==> src/rtl/imem_load_ctrl.sv <==
// Instruction memory load controller: clears the array, loads a little-endian
// byte stream as 32-bit words, and serves zero-latency CPU fetches when idle.
module imem_load_ctrl #(
  parameter int unsigned DEPTH  = 1000,
  parameter int unsigned ADDR_W = 10
) (
  input  logic              SYS_clk,
  input  logic              SYS_reset,
  input  logic              load_start,
  input  logic [15:0]       load_len,
  input  logic              byte_valid,
  input  logic [7:0]        byte_data,
  output logic              byte_ready,
  input  logic [31:0]       cpu_PC,
  output logic [31:0]       cpu_instr,
  output logic              cpu_fault,
  output logic              cpu_hold,
  output logic [ADDR_W-1:0] mem_addr,
  output logic              mem_we,
  output logic [31:0]       mem_wdata,
  input  logic [31:0]       mem_rdata,
  output logic              load_busy,
  output logic              load_done
);

  localparam int unsigned LEN_W    = 16;
  localparam logic [31:0] NOP      = 32'h0000_0013;
  localparam logic [ADDR_W-1:0] LAST_IDX = ADDR_W'(DEPTH - 1);

  // The word index must be able to reach every array entry
  if ((64'd1 << ADDR_W) < 64'(DEPTH)) begin : g_bad_addr_w
    $error("imem_load_ctrl: 2**ADDR_W must be >= DEPTH");
  end

  typedef enum logic [2:0] {
    ST_IDLE  = 3'd0,
    ST_CLEAR = 3'd1,
    ST_RECV  = 3'd2,
    ST_WRITE = 3'd3,
    ST_DONE  = 3'd4
  } state_e;

  state_e              state_q, state_d;
  logic [LEN_W-1:0]    len_q, len_d;
  logic [ADDR_W-1:0]   wr_ptr_q, wr_ptr_d;
  logic [1:0]          byte_cnt_q, byte_cnt_d;
  logic [31:0]         word_q, word_d;

  logic fault_c;
  logic clear_last_c;
  logic write_last_c;
  logic byte_xfer_c;

  assign fault_c      = (cpu_PC[1:0] != 2'b00) || ({2'b00, cpu_PC[31:2]} >= DEPTH);
  assign clear_last_c = (wr_ptr_q == LAST_IDX);
  assign write_last_c = (32'(wr_ptr_q) == (32'(len_q) - 32'd1));
  assign byte_xfer_c  = (state_q == ST_RECV) && byte_valid;

  // State register
  always_ff @(posedge SYS_clk or negedge SYS_reset) begin
    if (!SYS_reset) state_q <= ST_IDLE;
    else            state_q <= state_d;
  end

  // Next-state logic
  always_comb begin
    state_d = state_q;
    case (state_q)
      ST_IDLE:  if (load_start) state_d = ST_CLEAR;
      ST_CLEAR: if (clear_last_c) state_d = (len_q != '0) ? ST_RECV : ST_DONE;
      ST_RECV:  if (byte_valid && (byte_cnt_q == 2'd3)) state_d = ST_WRITE;
      ST_WRITE: state_d = write_last_c ? ST_DONE : ST_RECV;
      ST_DONE:  state_d = ST_IDLE;
      default:  state_d = ST_IDLE;
    endcase
  end

  // Datapath registers: length, write pointer, byte counter, packed word
  always_ff @(posedge SYS_clk or negedge SYS_reset) begin
    if (!SYS_reset) begin
      len_q      <= '0;
      wr_ptr_q   <= '0;
      byte_cnt_q <= '0;
      word_q     <= '0;
    end else begin
      len_q      <= len_d;
      wr_ptr_q   <= wr_ptr_d;
      byte_cnt_q <= byte_cnt_d;
      word_q     <= word_d;
    end
  end

  // Datapath next-state: latch length, walk pointer, pack bytes little-endian
  always_comb begin
    len_d      = len_q;
    wr_ptr_d   = wr_ptr_q;
    byte_cnt_d = byte_cnt_q;
    word_d     = word_q;
    case (state_q)
      ST_IDLE: begin
        if (load_start) begin
          len_d      = ({16'b0, load_len} > DEPTH) ? LEN_W'(DEPTH) : load_len;
          wr_ptr_d   = '0;
          byte_cnt_d = '0;
        end
      end
      ST_CLEAR: wr_ptr_d = clear_last_c ? '0 : wr_ptr_q + ADDR_W'(1);
      ST_WRITE: if (!write_last_c) wr_ptr_d = wr_ptr_q + ADDR_W'(1);
      default: ;
    endcase
    if (byte_xfer_c) begin
      case (byte_cnt_q)
        2'd0:    word_d[7:0]   = byte_data;
        2'd1:    word_d[15:8]  = byte_data;
        2'd2:    word_d[23:16] = byte_data;
        default: word_d[31:24] = byte_data;
      endcase
      byte_cnt_d = byte_cnt_q + 2'd1;
    end
  end

  // Output decode: memory port, loader handshake, CPU fetch path
  always_comb begin
    byte_ready = 1'b0;
    mem_we     = 1'b0;
    mem_wdata  = '0;
    mem_addr   = wr_ptr_q;
    cpu_hold   = 1'b1;
    cpu_instr  = NOP;
    cpu_fault  = 1'b0;
    load_busy  = 1'b1;
    load_done  = 1'b0;
    case (state_q)
      ST_IDLE: begin
        load_busy = 1'b0;
        cpu_hold  = 1'b0;
        mem_addr  = cpu_PC[ADDR_W+1:2];
        cpu_fault = fault_c;
        cpu_instr = fault_c ? NOP : mem_rdata;
      end
      ST_CLEAR: mem_we = 1'b1;
      ST_RECV:  byte_ready = 1'b1;
      ST_WRITE: begin
        mem_we    = 1'b1;
        mem_wdata = word_q;
      end
      ST_DONE:  load_done = 1'b1;
      default: ;
    endcase
  end

endmodule

==> config.mk <==
export PLATFORM = sky130hd
export DESIGN_NAME = imem_load_ctrl
export DESIGN_NICKNAME = d
export VERILOG_FILES = /design/src/rtl/imem_load_ctrl.sv
export SDC_FILE = /design/constraint.sdc
export NUM_CORES = 1
export LEC_CHECK = 0
export ABC_AREA = 1
export ABC_CLOCK_PERIOD_IN_PS = 2100
export CAP_MARGIN = 25
export CORE_ASPECT_RATIO = 1.75
export CORE_UTILIZATION = 40
export CTS_CLUSTER_SIZE = 8
export DETAILED_ROUTE_END_ITERATION = 10
export GPL_ROUTABILITY_DRIVEN = 0
export PLACE_DENSITY = 0.81
export SLEW_MARGIN = 20
export SYNTH_ARGS = -nofsm -noshare
export SYNTH_HDL_FRONTEND = slang
export SYNTH_SLANG_ARGS = --single-unit
==> constraint.sdc <==
create_clock -name SYS_clk -period 2.1 [get_ports SYS_clk]
set_clock_uncertainty 0.1 [all_clocks]
set_input_delay 0.42 -clock SYS_clk [delete_from_list [all_inputs] [get_ports SYS_clk]]
set_output_delay 0.42 -clock SYS_clk [all_outputs]
set_load 0.05 [all_outputs]
Yosys cells after proc, flatten, opt, wreduce, memory -nomap -nowiden --
Cells that the tools add are included.
Storage, ports and cells: register bits 63, word-level logic and storage cells 70
Cells by class: eq/ne operators 13, reductions and logical operators 20, bitwise gates (word level) 1, add/sub/neg operators 3, magnitude comparators 2, multiplexer cells 23
Operator list (number):
- $mux 32 | 3
- $mux 10 | 4
- $eq 10x32->1 | 1
- $ge 30x10->1 const B | 1
- $pmux 10 s3 | 1
- $sub 16x1->17 const B | 1
- $gt 16x10->1 const B | 1
- $mux 16 | 1
- $reduce_bool 16->1 | 1
- $mux 3 | 5
- $pmux 3 s4 | 1
- $reduce_and 2->1 | 6
- $add 10x1->10 const B | 1
- $eq 10x10->1 const B | 1
- $eq 3x2->1 const B | 2
- $mux 2 | 3
- $ne 2x2->1 const B | 3
- $reduce_and 3->1 | 2
- $reduce_bool 2->1 | 3
- $mux 1 | 5
- $eq 2x2->1 const B | 2
- $eq 3x1->1 const B | 1
- $eq 3x3->1 const B | 1
- $logic_not 3->1 | 1
- 10 further kinds | 11

Longest topological paths before layout --
Gate-level depths: netlist (run 1).
word-level depth 4, gate-level depth with buffers 15, depth with buffers taken out 15

Least setup slack after synthesis (run 1) --
No wires, ideal clock.
path type register -> output, start reg state_q[2], end out cpu_instr[21], buffers on the path 3, stages on the path, launching flop included 11, data required time 1.580 ns, path slack -0.636 ns, arrival time 2.216 ns, cells stage by stage dfrtp_1 > buf_4 > nor2_1 > inv_2 > nor2_4 > inv_2 > nor2_2 > inv_2 > buf_2 > buf_2 > nor2_1
Between the ends: word-level cells in the longest chain between the ends 2
RTL lines:
- start, declared | RTL line 43 | state_e state_q, state_d;
- start signal, assigned | RTL line 62 | else state_q <= state_d;
- $logic_not 3->1 | RTL line 133 | case (state_q)
- $mux 32 | RTL line 133
- end, declared | RTL line 15 | output logic [31:0] cpu_instr,
Every way passes these cells.

Final worst setup path (run 1) --
start in cpu_PC[23], end out cpu_instr[24]
Between the ends: word-level cells in the longest chain between the ends 4
RTL lines:
- start, declared | RTL line 14 | input logic [31:0] cpu_PC,
- $ge 30x10->1 | RTL line 54 | assign fault_c = (cpu_PC[1:0] != 2'b00) || ({2'b00, cpu_PC[31:2]} >= DEPTH);
- $logic_or 1x1->1 | RTL line 54
- $mux 32 | RTL line 139 | cpu_instr = fault_c ? NOP : mem_rdata;
- $mux 32 | RTL line 133
Every way passes these cells.

==> results.cfg, run 1 <==
[place]
dp_slack_ns = -0.674
port_buffers = 171
post-dp-hpwl_um = 12100

[clock_network]
clock-root-buffer = clkbuf_16
clk_path_buf_depth = 2
cts_htree_levels = 3
clk_latency_ns = 0.35
tritoncts = built
cts_made_buffers = 9
cts.clk_slew.worst_paths_ns = 0.05
cts.sinks = 63

[worst_hold_path]
hp-class = flip-flop to flip-flop
worstHoldStart = word_q[27]

[run_status]
violations = setup timing
outcome = complete, but fails checks

[worst_setup_path]
crit_chain = buf_6 > nor4_4 > nand2_1 > nor2_2 > o2111ai_4 > nor2_4 > clkinv_4 > buf_12 > buf_16 > nor2_4 > buf_12
start_kind = primary input
critPathLaunch = cpu_PC[23]
regToRegStartpoint = len_q[9]
crit_fanout = 5
criticalPathCategory = primary input to output port
cpMaxStageDelayCell = nor4_4
arrival_ns = 2.14
setup.worst_path.end_class = output port
cp_slowest_stage_delay_ns = 0.27
required_ns = 1.58

[final_layout]
drive_gt1_frac = 0.382
layout.nets = 975
syn2layout_area_growth_pct = 102
antenna_cells = 0

[synthesis]
yosysTopAreaCell = dfrtp_1
synth_nets = 739
synth.avg_cell_area_um2 = 6.68
synthTopCellsByCount = 167 x nand2_1, 120 x inv_1, 101 x nor2_1
ys.flop_type = dfrtp_1
synth_seq_cells = 63
synth.distinct_cells = 37
synth.yosys.seq_area_share = 0.368
synth.area.top_cells = dfrtp_1 37%, nand2_1 15%, inv_1 11%, nor2_1 8.9%, o21ai_0 6.4%
synth.most_common_cell = nand2_1
synth.top_cell.area_share = 0.368
yosys_warnings = 0
synth_edf_count = 0
synthArstFlopShare = 1.00
syn_inst = 641
synth_area_mm2 = 0.00428

[floorplanning]
coreArea_mm2 = 0.0104
dieArea_mm2 = 0.0111
io_pins = 172
die_w_um = 80.2
die_y_um = 139
start_util = 0.413
rows = 49

[power]
leakage_uw = 0.00391
ir_drop_uv = 498
power_density_mw_per_mm2 = 333

[timing]
relSlewSlack = 0.617
final_hold_viol_count = 0
rsz0062_at_grt = yes
fin_crit_ns = 2.66
fmax_ghz = 0.376
tightest_slew_ns = 0.574
setup_viol = 87
worst_slack_ns = -0.557
hold_ws_ns = 0.384
drv_slew = 0
fin_crit_sh = 1.27

[grt]
grt_max_degree = 27
grt-ovfl-total = 0
grtUsageTotal = 0.345
grt_pass1_vias = 5690
antenna_found_initial = 0
grt_pass1_wl_um = 29200

[detailed_routing]
drtPass1Iterations = 8
drc_errors = 0
wl_per_cell_um = 21.0
vias = 5688
avgViaCountPerCell = 5.64
dr.first_iter.drc_count = 582
ant_nets = 0
wirelength_um = 21200

[run]
drv_cap = 0
-- metrics by stage --
stage,instance area [µm²],total power (µW),TNS [ns],utilization,std cells
after floorplan,4820,1280,-6.36,-,641
after global placement,7540,1500,-18.85,0.728,954
after detailed placement,7540,1500,-21.39,0.728,954
after CTS,8440,2820,-17.14,0.814,1001
after global routing,8660,2940,-31.67,0.836,1009
final,8660,2880,-24.42,0.836,1009
-- flip-flops by register name, summed over array words and instances (netlist names) --
register / flops
len_q: 16
wr_ptr_q: 10
byte_cnt_q: 2
state_q: 3
word_q: 32
-- worst max-delay path, delay by kind of cell --
family / cells / cell delay [ns]
and+or+nand+nor: 5 / 0.90
AOI/OAI and AO/OA: 1 / 0.16
buffers and inverters: 5 / 0.65
-- logic make-up after synthesis --
family	share of synthesized area
AOI/OAI and AO/OA	0.0868
buffers and inverters	0.136
and+or+nand+nor	0.357
adders and majority gates	0.0175
xor gates and xnor gates	0.0348
DFF	0.368
-- layout by cell type (no fill, tap or decap), drive strengths merged, types with 6 or more instances in the layout --
cell,netlist,routed
nand2,172,172
inv,125,124
xor2,12,12
ha,6,6
o21ai,60,60
clkbuf,7,12
dfrtp,63,63
nand3,29,29
buf,14,167
dlygate4sd2,0,11
nor4,6,6
nor3,11,11
nor2,112,112
clkdlybuf4s50,0,62
-- metal layers --
layer,GRT usage,up-vias,part of all wire
met5,0,-,0
met4,0.249,0,0.098
met3,0.0724,190,0.078
met2,0.621,450,0.52
met1,0.333,2637,0.30
li1,-,2411,-
-- final timing paths --
check	end	slack, ns	cells past startpoint
max	cpu_instr[24]	-0.56	11
min	word_q[27]	0.38	2
max reg2reg	wr_ptr_q[1]	-0.21	13
min reg2reg	word_q[27]	0.38	2
max in group asynchronous	state_q[1]	0.75	3
min in group asynchronous	word_q[20]	0.50	2
-- power breakdown --
group	total, µW	internal, µW	switching (µW)	leakage [µW]
clock network	1380	792	589	0.000124
registers	1210	1210	0	0.000817
logic	286	155	131	0.00297
-- cell type report --
cell class / instances / area (µm²)
clock buffers: 10 / 229
clock inverters: 6 / 37.5
fillers: 477 / 1700
inverters: 126 / 490
multi-input cells: 431 / 2930
flip-flops and latches: 63 / 1580
well taps: 127 / 159
repair buffers: 246 / 3230
-- timing repair --
item | in CTS | in global routing
pin swaps | 38 | 35
gates resized for setup | 158 | 77
gates cloned | 5 | 0
hold buffers | 1 | 0
hold endpoints to repair | 23 | 0
endpoints found under the setup margin | 86 | 96
setup buffers | 26 | 22
Note: power is estimated with default switching activity, not from simulation.
==> run 2: changes to the inputs <==
- CORE_MARGIN: unset -> 2
==> run 2 against run 1 <==
- the flow finishes with violations (hold timing, setup timing)
- global-route usage down 2.8 points
- final cell count up 0.30%
- maximum frequency up 3.0%
- power up 1.6%
- worst hold slack lost 0.39 ns
==> results.cfg, run 2 (same netlist as run 1, synthesis figures left out) <==
[floorplanning]
die_y_um = 141
coreArea_mm2 = 0.0106
start_util = 0.405
die_w_um = 82.2
rows = 50
dieArea_mm2 = 0.0116
io_pins = 172

[timing]
tightest_slew_ns = 0.439
fmax_ghz = 0.388
drv_slew = 0
rsz0062_at_grt = yes
setup_viol = 89
hold_ws_ns = -0.0107
fin_crit_sh = 1.23
final_hold_viol_count = 21
fin_crit_ns = 2.58
worst_slack_ns = -0.479
relSlewSlack = 0.706

[detailed_routing]
drtPass1Iterations = 5
wirelength_um = 21100
avgViaCountPerCell = 5.50
vias = 5570
dr.first_iter.drc_count = 590
drc_errors = 0
ant_nets = 0
wl_per_cell_um = 20.8

[grt]
antenna_found_initial = 1
grtUsageTotal = 0.317
grt_pass1_wl_um = 27800
grt_pass1_vias = 5616
grt_max_degree = 64
grt-ovfl-total = 0

[worst_setup_path]
criticalPathCategory = primary input to output port
regToRegStartpoint = len_q[0]
setup.worst_path.end_class = output port
start_kind = primary input
r2r_cells = 12
crit_fanout = 8
required_ns = 1.58
r2r_slack_ns = -0.25
arrival_ns = 2.06
r2r-end = wr_ptr_q[1]

[clock_network]
clk_latency_ns = 0.34
holdBufCountCts = 0
clk_path_buf_depth = 2
tritoncts = built
clock-root-buffer = clkbuf_16
cts.sinks = 63
cts_htree_levels = 3
cts_made_buffers = 9
cts.clk_slew.worst_paths_ns = 0.05

[power]
leakage_uw = 0.00391
power_density_mw_per_mm2 = 337
ir_drop_uv = 450

[worst_hold_path]
hp-class = primary input to asynchronous set/reset pin

[final_layout]
final_cell_mix = 142 x nand2_1, 113 x inv_1, 84 x buf_12
nFillCells = 506
final_common_cell = nand2_1
regArea_mm2 = 0.00158
fin_area_mm2 = 0.00869
instances_no_fill = 1012
reg_top3 = word_q: 32 flops, len_q: 16 flops, wr_ptr_q: 10 flops
syn2layout_area_growth_pct = 103
top_register = word_q
multiInputGateArea_mm2 = 0.00293
largest_reg_flops = 32
layout.nets = 974
drive_gt1_frac = 0.386

[place]
dp_cells = 960
place_area_mm2 = 0.00758
port_buffers = 171
post-dp-hpwl_um = 12300

[run_status]
violations = hold timing, setup timing
outcome = complete, but fails checks

[run]
drv_cap = 0
## run 2: critical path, cell delays in order
cell       delay (ns)
buf_2            0.12
nor4_4           0.26
nand2_1          0.12
nor2_2           0.12
o2111ai_2        0.17
nor2_4           0.18
inv_4            0.06
buf_12           0.13
buf_12           0.15
nor2_4           0.15
buf_12           0.16
## run 2: repair_timing
action                                  in CTS  in global routing
hold endpoints to repair                     0                  0
gates cloned                                 6                  0
setup buffers                               18                 18
endpoints found under the setup margin      86                 96
resized for setup                          134                 89
pin swaps                                   38                 29
## run 2: worst max path at each step
stage | start | cells past startpoint | end | slack, ns
2_1_floorplan | state_q[2] | 6 | mem_addr[1] | -0.34
3_3_place_gp | cpu_PC[16] | 10 | cpu_instr[11] | -0.61
3_5_place_dp | cpu_PC[23] | 10 | cpu_instr[11] | -0.65
4_1_cts | cpu_PC[29] | 11 | cpu_instr[15] | -0.36
5_1_grt | cpu_PC[24] | 11 | cpu_instr[22] | -0.57
6_report | cpu_PC[20] | 11 | cpu_instr[22] | -0.48
## run 2: layout make-up
class	count	area share
Timing Repair Buffer	245	0.374
Multi-Input combinational cell	431	0.337
Sequential cell	63	0.181
Inverter	126	0.0560
Clock buffer	11	0.0291
Tap cell	130	0.0187
Clock inverter	5	0.00374
Antenna cell	1	0.000288
## run 2: through the flow
| stage | total power [µW] | util | hold WS (ns) | worst slack [ns] | setup TNS [ns] |
|---|---|---|---|---|---|
| after floorplan | 1280 | - | 0.0244 | -0.342 | -6.36 |
| after detailed placement | 1500 | 0.717 | 0.363 | -0.646 | -21.38 |
| after global routing | 3000 | 0.822 | 0.0147 | -0.566 | -33.07 |
| after global placement | 1500 | 0.717 | 0.356 | -0.606 | -18.72 |
| after CTS | 2900 | 0.793 | 0.00484 | -0.357 | -16.81 |
| final | 2930 | 0.822 | -0.0107 | -0.479 | -25.42 |
## run 2: layer usage
metal  GRT usage  part of all wire  vias up
met5           0                 0        -
met2       0.572              0.53      401
li1            -                 -     2408
met1       0.297              0.30     2588
met4       0.219             0.094        0
met3      0.0762             0.079      173
## run 2: power breakdown
part           internal, µW  leakage (µW)  switching, µW
Sequential             1210      0.000819              0
Clock                   858      0.000134            573
Combinational           155       0.00296            128
